**src/rtl/ts_mux_pkg.sv**
```systemverilog
// Shared constants and types for the 4-input MPEG2-TS output mux scheduler.
package ts_mux_pkg;

  localparam int          TS_PKT_LEN  = 188;
  localparam int          N_TS_PORTS  = 4;
  // PID carried by the null packets the downstream generator emits.
  localparam logic [12:0] TS_NULL_PID = 13'h1FFF;

  typedef enum logic [1:0] {
    IDLE = 2'd0,
    SEND = 2'd1,
    NULL = 2'd2
  } ts_state_e;

  function automatic logic [N_TS_PORTS-1:0] onehot4(input logic [1:0] idx);
    return 4'b0001 << idx;
  endfunction

endpackage

```
**src/rtl/ts_mux_scheduler_wrr_pick.sv**
```systemverilog
// Rotating-priority picker: first eligible port after last_grant, wrapping.
module wrr_pick
  import ts_mux_pkg::*;
(
  input  logic [N_TS_PORTS-1:0] eligible,
  input  logic [1:0]            last_grant,
  output logic                  found,
  output logic [1:0]            idx
);

  // Scan lowest to highest priority; the last hit (nearest after last_grant) wins.
  always_comb begin
    found = 1'b0;
    idx   = 2'd0;
    for (int k = N_TS_PORTS; k >= 1; k--) begin
      if (eligible[last_grant + 2'(k)]) begin
        found = 1'b1;
        idx   = last_grant + 2'(k);
      end
    end
  end

endmodule

```
**src/rtl/ts_mux_scheduler.sv**
```systemverilog
// Weighted round-robin packet scheduler for the 4-input TS output mux.
// Grants whole packets, tracks per-port credits, fills idle slots with null packets.
module ts_mux_scheduler
  import ts_mux_pkg::*;
#(
  parameter int PKT_LEN = TS_PKT_LEN,
  parameter int W_BITS  = 4,
  parameter bit NULL_EN = 1'b1
) (
  input  logic                         clk2,
  input  logic                         rst_n,
  input  logic                         byte_tick,
  input  logic [N_TS_PORTS-1:0]        req,
  input  logic [N_TS_PORTS*W_BITS-1:0] weights,
  output logic [N_TS_PORTS-1:0]        valid,
  output logic [1:0]                   mux_ctrl,
  output logic                         pkt_start,
  output logic                         pkt_end,
  output logic                         null_active,
  output logic                         underrun
);

  localparam int CW = $clog2(PKT_LEN);

  ts_state_e                           state_q, state_d;
  logic [CW-1:0]                       cnt_q, cnt_d;
  logic [1:0]                          last_q, last_d;
  logic [1:0]                          mux_q, mux_d;
  logic [N_TS_PORTS-1:0][W_BITS-1:0]   cred_q, cred_d;
  logic [N_TS_PORTS-1:0]               req_q;
  logic                                start_q, start_d;
  logic                                ur_q, ur_d;

  logic [N_TS_PORTS-1:0][W_BITS-1:0]   wt;
  logic [N_TS_PORTS-1:0]               wt_nz, eligible, want;
  logic                                found;
  logic [1:0]                          pick;
  logic                                last_byte;

  assign wt        = weights;
  assign want      = req & wt_nz;
  assign last_byte = byte_tick && (cnt_q == CW'(PKT_LEN - 1));

  for (genvar i = 0; i < N_TS_PORTS; i++) begin : g_port
    assign wt_nz[i]    = |wt[i];
    assign eligible[i] = req[i] & wt_nz[i] & (|cred_q[i]);
  end

  wrr_pick u_pick (
    .eligible   (eligible),
    .last_grant (last_q),
    .found      (found),
    .idx        (pick)
  );

  // Next-state: grant beats reload beats null insertion; packets always run to completion.
  always_comb begin
    state_d = state_q;
    cnt_d   = cnt_q;
    last_d  = last_q;
    mux_d   = mux_q;
    cred_d  = cred_q;
    start_d = 1'b0;
    ur_d    = 1'b0;
    unique case (state_q)
      IDLE: begin
        if (found) begin
          state_d = SEND;
          last_d  = pick;
          mux_d   = pick;
          start_d = 1'b1;
          cnt_d   = '0;
        end else if (|want) begin
          // Every weighted requester is out of credit: refill all, pick next cycle.
          cred_d = wt;
        end else if (NULL_EN && byte_tick) begin
          state_d = NULL;
          cnt_d   = '0;
        end
      end
      SEND: begin
        if (req_q[last_q] && !req[last_q]) ur_d = 1'b1;
        if (byte_tick) begin
          if (last_byte) begin
            state_d = IDLE;
            cnt_d   = '0;
            if (|cred_q[last_q]) cred_d[last_q] = cred_q[last_q] - 1'b1;
          end else begin
            cnt_d = cnt_q + 1'b1;
          end
        end
      end
      NULL: begin
        if (byte_tick) begin
          if (last_byte) begin
            state_d = IDLE;
            cnt_d   = '0;
          end else begin
            cnt_d = cnt_q + 1'b1;
          end
        end
      end
      default: state_d = IDLE;
    endcase
  end

  // State, counters and pulse registers; reset drops any packet in flight.
  always_ff @(posedge clk2 or negedge rst_n) begin
    if (!rst_n) begin
      state_q <= IDLE;
      cnt_q   <= '0;
      last_q  <= 2'd3;
      mux_q   <= 2'd0;
      cred_q  <= '0;
      req_q   <= '0;
      start_q <= 1'b0;
      ur_q    <= 1'b0;
    end else begin
      state_q <= state_d;
      cnt_q   <= cnt_d;
      last_q  <= last_d;
      mux_q   <= mux_d;
      cred_q  <= cred_d;
      req_q   <= req;
      start_q <= start_d;
      ur_q    <= ur_d;
    end
  end

  assign valid       = (state_q == SEND) ? onehot4(last_q) : '0;
  assign mux_ctrl    = mux_q;
  assign pkt_start   = start_q;
  assign pkt_end     = (state_q == SEND) && last_byte;
  assign null_active = (state_q == NULL);
  assign underrun    = ur_q;

endmodule

```
**config.mk**
```make
export PLATFORM = sky130hd
export DESIGN_NAME = ts_mux_scheduler
export DESIGN_NICKNAME = d
export VERILOG_FILES = /design/src/rtl/ts_mux_pkg.sv /design/src/rtl/ts_mux_scheduler_wrr_pick.sv /design/src/rtl/ts_mux_scheduler.sv
export SDC_FILE = /design/constraint.sdc
export NUM_CORES = 1
export LEC_CHECK = 0
export ABC_AREA = 1
export CORE_UTILIZATION = 60
export DETAILED_ROUTE_END_ITERATION = 10
export GPL_TIMING_DRIVEN = 0
export HOLD_SLACK_MARGIN = 0.1
export MAX_ROUTING_LAYER = met4
export PLACE_DENSITY = 0.86
export SYNTH_ARGS = -nofsm -noshare
export SYNTH_HDL_FRONTEND = slang
export SYNTH_SLANG_ARGS = --single-unit
```
**constraint.sdc**
```tcl
create_clock -name clk2 -period 3.36 [get_ports clk2]
set_input_delay 0.672 -clock clk2 [delete_from_list [all_inputs] [get_ports clk2]]
set_output_delay 0.672 -clock clk2 [all_outputs]
set_load 0.02 [all_outputs]
```
# Word level (Yosys, flattened, before mapping)
# Index checks and enable logic that the tools add are counted.
# word_totals
reg_bits	36
input_bits	23
out_inout_bits	10
# op_classes
reduce_logical	23
eq_ne	12
shifts	1
bitwise_logic	9
mux	48
n_lt_le_gt_ge	5
addsub	5
# op_table
operator	n
$mux 16	5
$mux 8	5
$reduce_or 4->1	10
$pmux 16 s2	1
$mux 2	9
$bwmux 16	1
$pmux 8 s2	1
$mux 1	14
$bmux 1 s2	6
$lt 2x3->1 const B	4
$mux 4	3
$ne 2x2->1 const B	5
$add 8x1->8 const B	1
$and 1x1->1	8
$bmux 4 s2	1
$demux 4 s2	1
$eq 8x8->1 const B	1
$reduce_and 4->1	2
$ne 3x3->1 const B	2
$reduce_and 6->1	1
$add 2x2->2 const B	2
$and 4x4->4	1
$logic_and 1x1->1	4
$ne 2x1->1 const B	2
12 further kinds	13

# Longest topological paths before layout
# Gate-level depths: netlist (run 1).
# depth
ltp_word	11
ltp_mapped	14

# Hierarchy
# From an unflattened synthesis (run 1), not the netlist that was laid out.
# unflattened
hier_cells	373
hier_area_um2	2517.4
# by_module_without_submodules
mod	cells_per_inst	seq_area_each_um2	instances	area_each_um2
ts_mux_scheduler	322	903.4	1	2270.9
wrr_pick	51	0.0	1	246.5

# Worst setup path after synthesis (run 1)
# Ideal clock, no wire load.
# synth_path
kind	register to output
start	register state_q[1]
end	output port pkt_end
arrival_time_ns	1.844
n_path_buf	3
slack_ns	0.844
stages_incl_launch_ff	8
required_ns	2.688
path_cell_list	dfrtp_1 > inv_1 > ha_1 > buf_2 > inv_1 > buf_2 > buf_2 > nor4_1
# synth_between
elab_chain_cells	2
# synth_rtl
item	line_no	source
from (decl)	ts_mux_scheduler.sv:25	ts_state_e state_q, state_d;
from (signal assigned)	ts_mux_scheduler.sv:119	state_q <= state_d;
$eq 2x1->1	ts_mux_scheduler.sv:133	assign pkt_end = (state_q == SEND) && last_byte;
$logic_and 1x1->1	ts_mux_scheduler.sv:133	
to (decl)	ts_mux_scheduler.sv:18	output logic pkt_end,
# Every way passes these cells.

# Worst setup path in the final report (run 1)
# Same ends and word-level chain as after synthesis.

==> metrics.csv, run 1 <==
stage,metric,value,unit
drt,drt via density,5.70,
sta,RSZ-0062 raised after global routing,no,
setup_path,CP Capture Type,primary output,
clock_network,H-tree Lvls,2,
yosys,top cell type's share of synthesized area,32.9,%
layout,"commonest non-fill, non-tap cell in the layout",nand2_1,
clock_network,clock root buffer,clkbuf_8,
setup_path,reg-to-reg startpoint,last_q[0]$_DFFE_PN1P_,
setup_path,reg-to-reg critical path endpoint,cred_q[10]$_DFFE_PN0P_,
grt,largest net degree at the start of global routing,37,
grt,number of global-route vias before repair,2375,
power,register share of total power,21.6,%
layout,"commonest non-fill, non-tap cells in the layout","nand2_1 (140), nand3_1 (38), nor2_1 (34), dfrtp_1 (34), clkdlybuf4s50_1 (30)",
setup_path,Register-to-Register Path Depth,12,
floorplanning,Die ar.,0.00458,sq mm
setup_path,WP data arrival,2.16,ns
grt,initial antenna violation count,0,
yosys,Mapped Area,0.00259,sq mm
setup_path,CP bufs+invs,6,
grt,first-pass GRT wire length,10.6,mm
yosys,"Top FF cell, synth",dfrtp_1,
setup_path,Crit Path Class,flip-flop to primary output,
clock_network,"Reg clk slew, reported paths",0.07,ns
clock_network,later-pin clock latency in the skew report,0.29,ns
setup_path,"CP delay by family, top",buffers and inverters,
drt,number of routed nets with antenna violations,0,
floorplanning,site row count,23,
floorplanning,core area,0.00406,sq mm
power,Sw Share,52.6,%
yosys,synth unique cells,35,
floorplanning,Starting Density,63.7,%
clock_network,CTS Buffer Depth,2,
sta,final setup TNS,0,ns
floorplanning,IO Pins,33,
drt,first drt pass iteration count,4,
placed_design,Post-DP HPWL,5.01,mm
floorplanning,Die H,67.7,microns
clock_network,cts repair resizes,0,
yosys,top post-synthesis cells by area,"dfrtp_1 (33%), nand2_1 (20%), nand3_1 (7.4%)",
placed_design,# port buffers,32,
layout,Sequential Area,903,sq um
grt,grt total ovfl,0,
drt,DRC errors left,0,
sta,Slew headroom,46.0,%
sta,hold_ws,0.460,ns
clock_network,Num Clock Sinks,36,
clock_network,post-CTS setup buffer count,0,
setup_path,worst-path cell chain,inv_1 -> ha_1 -> buf_2 -> inv_1 -> buf_2 -> buf_2 -> nor4_1 -> dlymetal6s2s_1,
setup_path,reg2reg setup slack,1.12,ns
run,Max-Cap Viols,0,
layout,Final #Nets,435,
yosys,synthesized instance count,364,
yosys,Synth Area per Inst,7.11,sq um
sta,final-report hold violation count,0,
drt,Initial DRC Count,327,
layout,area of the multi-input gates,0.00146,sq mm
power,Worst VDD drop,0.753,mV
power,Comb pwr share,68.9,%
placed_design,Post-Place Cell Area,0.00296,sq mm
drt,Routed WL per cell,14.8,microns
layout,antenna fix cells,0,
floorplanning,Die W,67.7,microns
sta,max-slew violation count,0,
sta,Peak Freq,353,MHz
layout,post-route cell area,0.00306,sq mm
clock_network,cts hold-fix bufs,0,
sta,post-layout minimum cycle time,2.83,ns
setup_path,CP Max Fanout,10,
yosys,async set-reset flop share out of synthesis,100,%
setup_path,largest stage delay on the critical path,0.40,ns
power,Pint,1.57,mW
power,total power,3.31,mW
yosys,"area leader, netlist",dfrtp_1,
layout,synthesis-to-layout area growth,18.2,%
layout,Filler cells,343,
drt,drt total wl,6.72,mm
sta,Worst Max-Slew Pin Slew,0.809,ns
power,static leakage,1.56,nW
drt,vias post-DR,2586,
setup_path,most frequent CP cell,buf_2,
yosys,Post-synth EDFFs,0,
power,switching power of the nets,1.74,mW
yosys,Seq cells post-synth,36,
layout,layout cells sized above 1,12.9,%
power,clock share of power,9.6,%
status,status,finished clean,
placed_design,GPL Wtd Cong,0.918,
sta,Setup Skew,0.00766,ns
worst_hold_path,hold crit path type,primary input to asynchronous set/reset pin,
sta,period utilisation layout,84.2,%
yosys,yosys warns,0,
yosys,sequential share of the synthesized area,34.9,%
yosys,Mapped Nets,396,
setup_path,CP startpoint kind,flip-flop,
sta,final setup vio count,0,
power,pwr/cell area,1080,mW/mm^2
setup_path,slowest CP cell,dfrtp_1,
clock_network,total CTS buffers,5,
setup_path,"Req. time, crit path",2.69,ns
clock_network,CTS tree,done,
grt,total track usage,33.2,%
-- worst register-to-register path: cells and delay by family (launching register included) --
family                     cells  cell delay (ns)
buffers and inverters          3             0.57
and+or+nand+nor                7             0.78
DFF                            1             0.56
adders and majority gates      1             0.20
AOI/OAI and AO/OA              1             0.07
-- metrics by stage --
step | utilization (%) | worst slack, ns | cells
after global placement | 73.2 | 0.459 | 446
after floorplan | - | 0.844 | 364
after detailed placement | 73.0 | 0.468 | 446
final | 75.3 | 0.531 | 454
after global routing | 75.3 | 0.381 | 454
after CTS | 75.3 | 0.119 | 454
-- routing by layer --
layer,vias up,track usage [%],share of wire (%)
li1,1267,-,-
met1,1181,39.7,42
met2,111,52.5,48
met3,27,5.57,6.5
met4,0,18.9,3.8
met5,-,-,0
-- registers in the layout, indices dropped and copies added, names as in the netlist --
signal,flops
cred_q,16
cnt_q,8
req_q,4
last_q,2
mux_ctrl,2
state_q,2
pkt_start,1
underrun,1
-- power by group through the flow --
stage | sequential [mW] | combinational, mW | clock [mW]
finish | 0.715 | 2.28 | 0.317
global route | 0.731 | 2.50 | 0.346
CTS | 0.712 | 2.25 | 0.324
detailed placement | 0.718 | 2.23 | 0
global placement | 0.715 | 2.18 | 0
floorplan | 0.719 | 1.65 | 0
-- cells in the mapped netlist, types with 2 or more instances --
cell type / instances
nor2_2: 3
dfrtp_1: 34
dfstp_2: 2
nand2_1: 140
nand3_1: 38
or2_2: 4
inv_2: 3
ha_1: 9
nand2_2: 8
buf_6: 3
xor2_1: 4
buf_4: 2
nand3_2: 7
buf_8: 2
inv_1: 18
nor2_1: 34
buf_2: 4
a221oi_1: 2
o21ai_0: 11
nand4_1: 19
xnor2_1: 2
o22ai_1: 2
-- cell families (layout without fill, tap and decap cells) --
kind of cell / Yosys count / after routing / synth area share (%)
AOI/OAI and AO/OA: 20 / 20 / 5.18
xor gates and xnor gates: 6 / 6 / 2.03
adders and majority gates: 9 / 9 / 4.35
buffers and inverters: 36 / 76 / 8.47
DFF: 36 / 36 / 34.9
and+or+nand+nor: 257 / 257 / 45.0
-- final cells by class --
| class | instances | share of cell area [%] |
|---|---|---|
| Sequential cell | 36 | 29.6 |
| Buffer | 13 | 4.01 |
| Tap cell | 50 | 2.05 |
| Multi-Input combinational cell | 292 | 47.9 |
| Clock buffer | 8 | 2.95 |
| Timing Repair Buffer | 32 | 10.4 |
| Inverter | 23 | 3.15 |
-- worst max-delay path by stage --
stage / from / to / slack [ns] / cells after the start
CTS: state_q[1]$_DFFE_PN0P_ / pkt_end / 0.12 / 8
detailed placement: state_q[1]$_DFFE_PN0P_ / pkt_end / 0.47 / 8
finish: state_q[1]$_DFFE_PN0P_ / pkt_end / 0.53 / 8
global route: state_q[1]$_DFFE_PN0P_ / pkt_end / 0.38 / 8
global placement: state_q[1]$_DFFE_PN0P_ / pkt_end / 0.46 / 8
floorplan: state_q[1]$_DFFE_PN0P_ / pkt_end / 0.84 / 7
Power figures use the tool's default switching activity.
==> run 2: changes to the inputs <==
Settings changed: CORE_UTILIZATION 60 to 50, PLACE_DENSITY 0.86 to 0.76.
Clock period 3.36 ns to 2.3 ns, I/O delays scaled along.
==> metrics.csv, run 2 (synthesized netlist as in run 1, its figures left out) <==
stage,metric,value,unit,change
status,status,finished clean,,unchanged
layout,antenna fix cells,0,,unchanged
drt,Routed WL per cell,14.2,microns,was 14.8 microns
setup_path,reg2reg setup slack,0.07,ns,was 1.12 ns
layout,layout cells sized above 1,16.1,%,was 12.9%
power,pwr/cell area,1610,mW/mm^2,was 1080 mW/mm^2
sta,Worst Max-Slew Pin Slew,0.808,ns,was 0.809 ns
grt,first-pass GRT wire length,10.9,mm,was 10.6 mm
drt,drt total wl,6.77,mm,was 6.72 mm
setup_path,CP Capture Type,primary output,,unchanged
power,Worst VDD drop,0.767,mV,was 0.753 mV
sta,period utilisation layout,96.8,%,
floorplanning,IO Pins,33,,unchanged
floorplanning,core area,0.00485,sq mm,was 0.00406 sq mm
grt,total track usage,27.5,%,was 33.2%
clock_network,H-tree Lvls,2,,unchanged
placed_design,Placed Cells,463,,was 446
drt,first drt pass iteration count,5,,was 4
sta,final setup vio count,0,,unchanged
setup_path,largest stage delay on the critical path,0.38,ns,was 0.40 ns
floorplanning,Starting Density,53.3,%,was 63.7%
drt,vias post-DR,2548,,was 2586
placed_design,Post-DP HPWL,4.85,mm,was 5.01 mm
grt,grt total ovfl,0,,unchanged
setup_path,reg-to-reg critical path endpoint,cred_q[8]$_DFFE_PN0P_,,was cred_q[10]$_DFFE_PN0P_
clock_network,clock root buffer,clkbuf_8,,unchanged
layout,Finished Layout Cells,476,,was 454
drt,number of routed nets with antenna violations,0,,unchanged
clock_network,Num Clock Sinks,36,,unchanged
setup_path,WP data arrival,1.77,ns,was 2.16 ns
setup_path,CP Max Fanout,19,,was 10
layout,"commonest non-fill, non-tap cells in the layout","nand2_1 (138), nand3_1 (37), nor2_1 (34), dfrtp_1 (34), clkdlybuf4s50_1 (26)",,"was nand2_1 (140), nand3_1 (38), nor2_1 (34), dfrtp_1 (34), clkdlybuf4s50_1 (30)"
grt,largest net degree at the start of global routing,37,,unchanged
sta,post-layout minimum cycle time,2.23,ns,
drt,DRC errors left,0,,unchanged
placed_design,DP Worst Slack,-0.356,ns,was 0.468 ns
run,Max-Cap Viols,0,,unchanged
power,static leakage,1.60,nW,was 1.56 nW
layout,Util after Layout,65.8,%,was 75.3%
placed_design,# port buffers,32,,unchanged
setup_path,reg-to-reg startpoint,last_q[0]$_DFFE_PN1P_,,unchanged
setup_path,Crit Path Class,flip-flop to primary output,,unchanged
grt,initial antenna violation count,0,,unchanged
setup_path,crit path from,state_q[1]$_DFFE_PN0P_,,unchanged
clock_network,cts hold-fix bufs,0,,unchanged
layout,Largest Register,cred_q,,unchanged
layout,synthesis-to-layout area growth,23.3,%,was 18.2%
sta,Slew headroom,46.2,%,was 46.0%
floorplanning,Die H,73.9,microns,was 67.7 microns
drt,drt via density,5.35,,was 5.70
clock_network,CTS Buffer Depth,2,,unchanged
worst_hold_path,hold crit path type,primary input to asynchronous set/reset pin,,unchanged
setup_path,worst-path cell chain,inv_1 -> ha_1 -> buf_6 -> inv_1 -> buf_6 -> nor4_4 -> buf_4,,was inv_1 -> ha_1 -> buf_2 -> inv_1 -> buf_2 -> buf_2 -> nor4_1 -> dlymetal6s2s_1
layout,Regs by FF count,"cred_q: 16 flops, cnt_q: 8 flops, req_q: 4 flops",,unchanged
placed_design,GPL Wtd Cong,0.912,,was 0.918
sta,Peak Freq,449,MHz,
sta,final-report hold violation count,0,,unchanged
clock_network,"Reg clk slew, reported paths",0.07,ns,about the same
sta,setup ws final,0.0726,ns,was 0.531 ns
floorplanning,Die W,73.9,microns,was 67.7 microns
setup_path,slowest CP cell,dfrtp_1,,unchanged
layout,Filler cells,426,,was 343
sta,final setup TNS,0,ns,unchanged
floorplanning,Die ar.,0.00546,sq mm,was 0.00458 sq mm
setup_path,Register-to-Register Path Depth,13,,was 12
layout,Final #Nets,440,,was 435
sta,Setup Skew,0.00531,ns,was 0.00766 ns
layout,max reg flops,16,,unchanged
clock_network,later-pin clock latency in the skew report,0.29,ns,about the same
setup_path,"Req. time, crit path",1.84,ns,was 2.69 ns
setup_path,CP startpoint kind,flip-flop,,unchanged
grt,number of global-route vias before repair,2393,,was 2375
setup_path,crit path to,pkt_end,,unchanged
sta,hold_ws,0.257,ns,was 0.460 ns
layout,"commonest non-fill, non-tap cell in the layout",nand2_1,,unchanged
drt,Initial DRC Count,284,,was 327
clock_network,total CTS buffers,5,,unchanged
clock_network,CTS tree,done,,unchanged
floorplanning,site row count,25,,was 23
sta,max-slew violation count,0,,unchanged
[run 2: layout make-up]
| cell class | count | area (sq um) | area share (%) |
|---|---|---|---|
| Buffer | 12 | 144 | 4.51 |
| Clock inverter | 1 | 5.00 | 0.157 |
| Clock buffer | 7 | 76.3 | 2.39 |
| Inverter | 23 | 96.3 | 3.02 |
| Timing Repair Buffer | 38 | 350 | 11.0 |
| Sequential cell | 36 | 903 | 28.3 |
| Multi-Input combinational cell | 292 | 1530 | 48.0 |
| Tap cell | 67 | 83.8 | 2.63 |
[run 2: report_power, final]
group / switching [mW] / internal (mW)
clock: 0.227 / 0.213
sequential: 0.172 / 0.876
combinational: 2.28 / 1.36
total: 2.67 / 2.44
[run 2: worst min path at each step]
stage	to	slack, ns	cells after the start
floorplan	cnt_q[0]$_DFFE_PN0P_	0.16	0
global placement	mux_ctrl[1]$_DFFE_PN0P_	0.47	2
detailed placement	mux_ctrl[1]$_DFFE_PN0P_	0.47	2
CTS	cred_q[4]$_DFFE_PN0P_	0.29	1
global route	cred_q[9]$_DFFE_PN0P_	0.34	1
finish	cred_q[4]$_DFFE_PN0P_	0.26	1
[run 2: worst max-delay path: cells and delay by family (launching register included)]
family	cells	cell delay [ns]
flops	1	0.38
simple gates	1	0.28
buf+inv	5	0.65
fa+ha+maj	1	0.16
[run 2: stage by stage]
stage	area (sq um)	total power, mW
floorplan	2590	3.47
global placement	3000	4.25
detailed placement	2990	4.31
CTS	3090	4.80
global route	3190	5.55
finish	3190	5.12
[run 2: layer usage]
metal / global-route usage [%] / share of wire [%] / vias to the layer above
li1: - / - / 1275
met1: 35.8 / 47 / 1182
met2: 43.1 / 46 / 77
met3: 5.62 / 5.6 / 14
met4: 8.12 / 1.6 / 0
met5: - / 0 / -
[run 2: repair_timing]
item | in CTS | in global routing
gates resized for setup | 17 | 20
pin swaps | 0 | 1
setup buffers | 2 | 3
endpoints found under the hold margin | 0 | 0
cloned | 0 | 1
endpoints found under the setup margin | 5 | 20
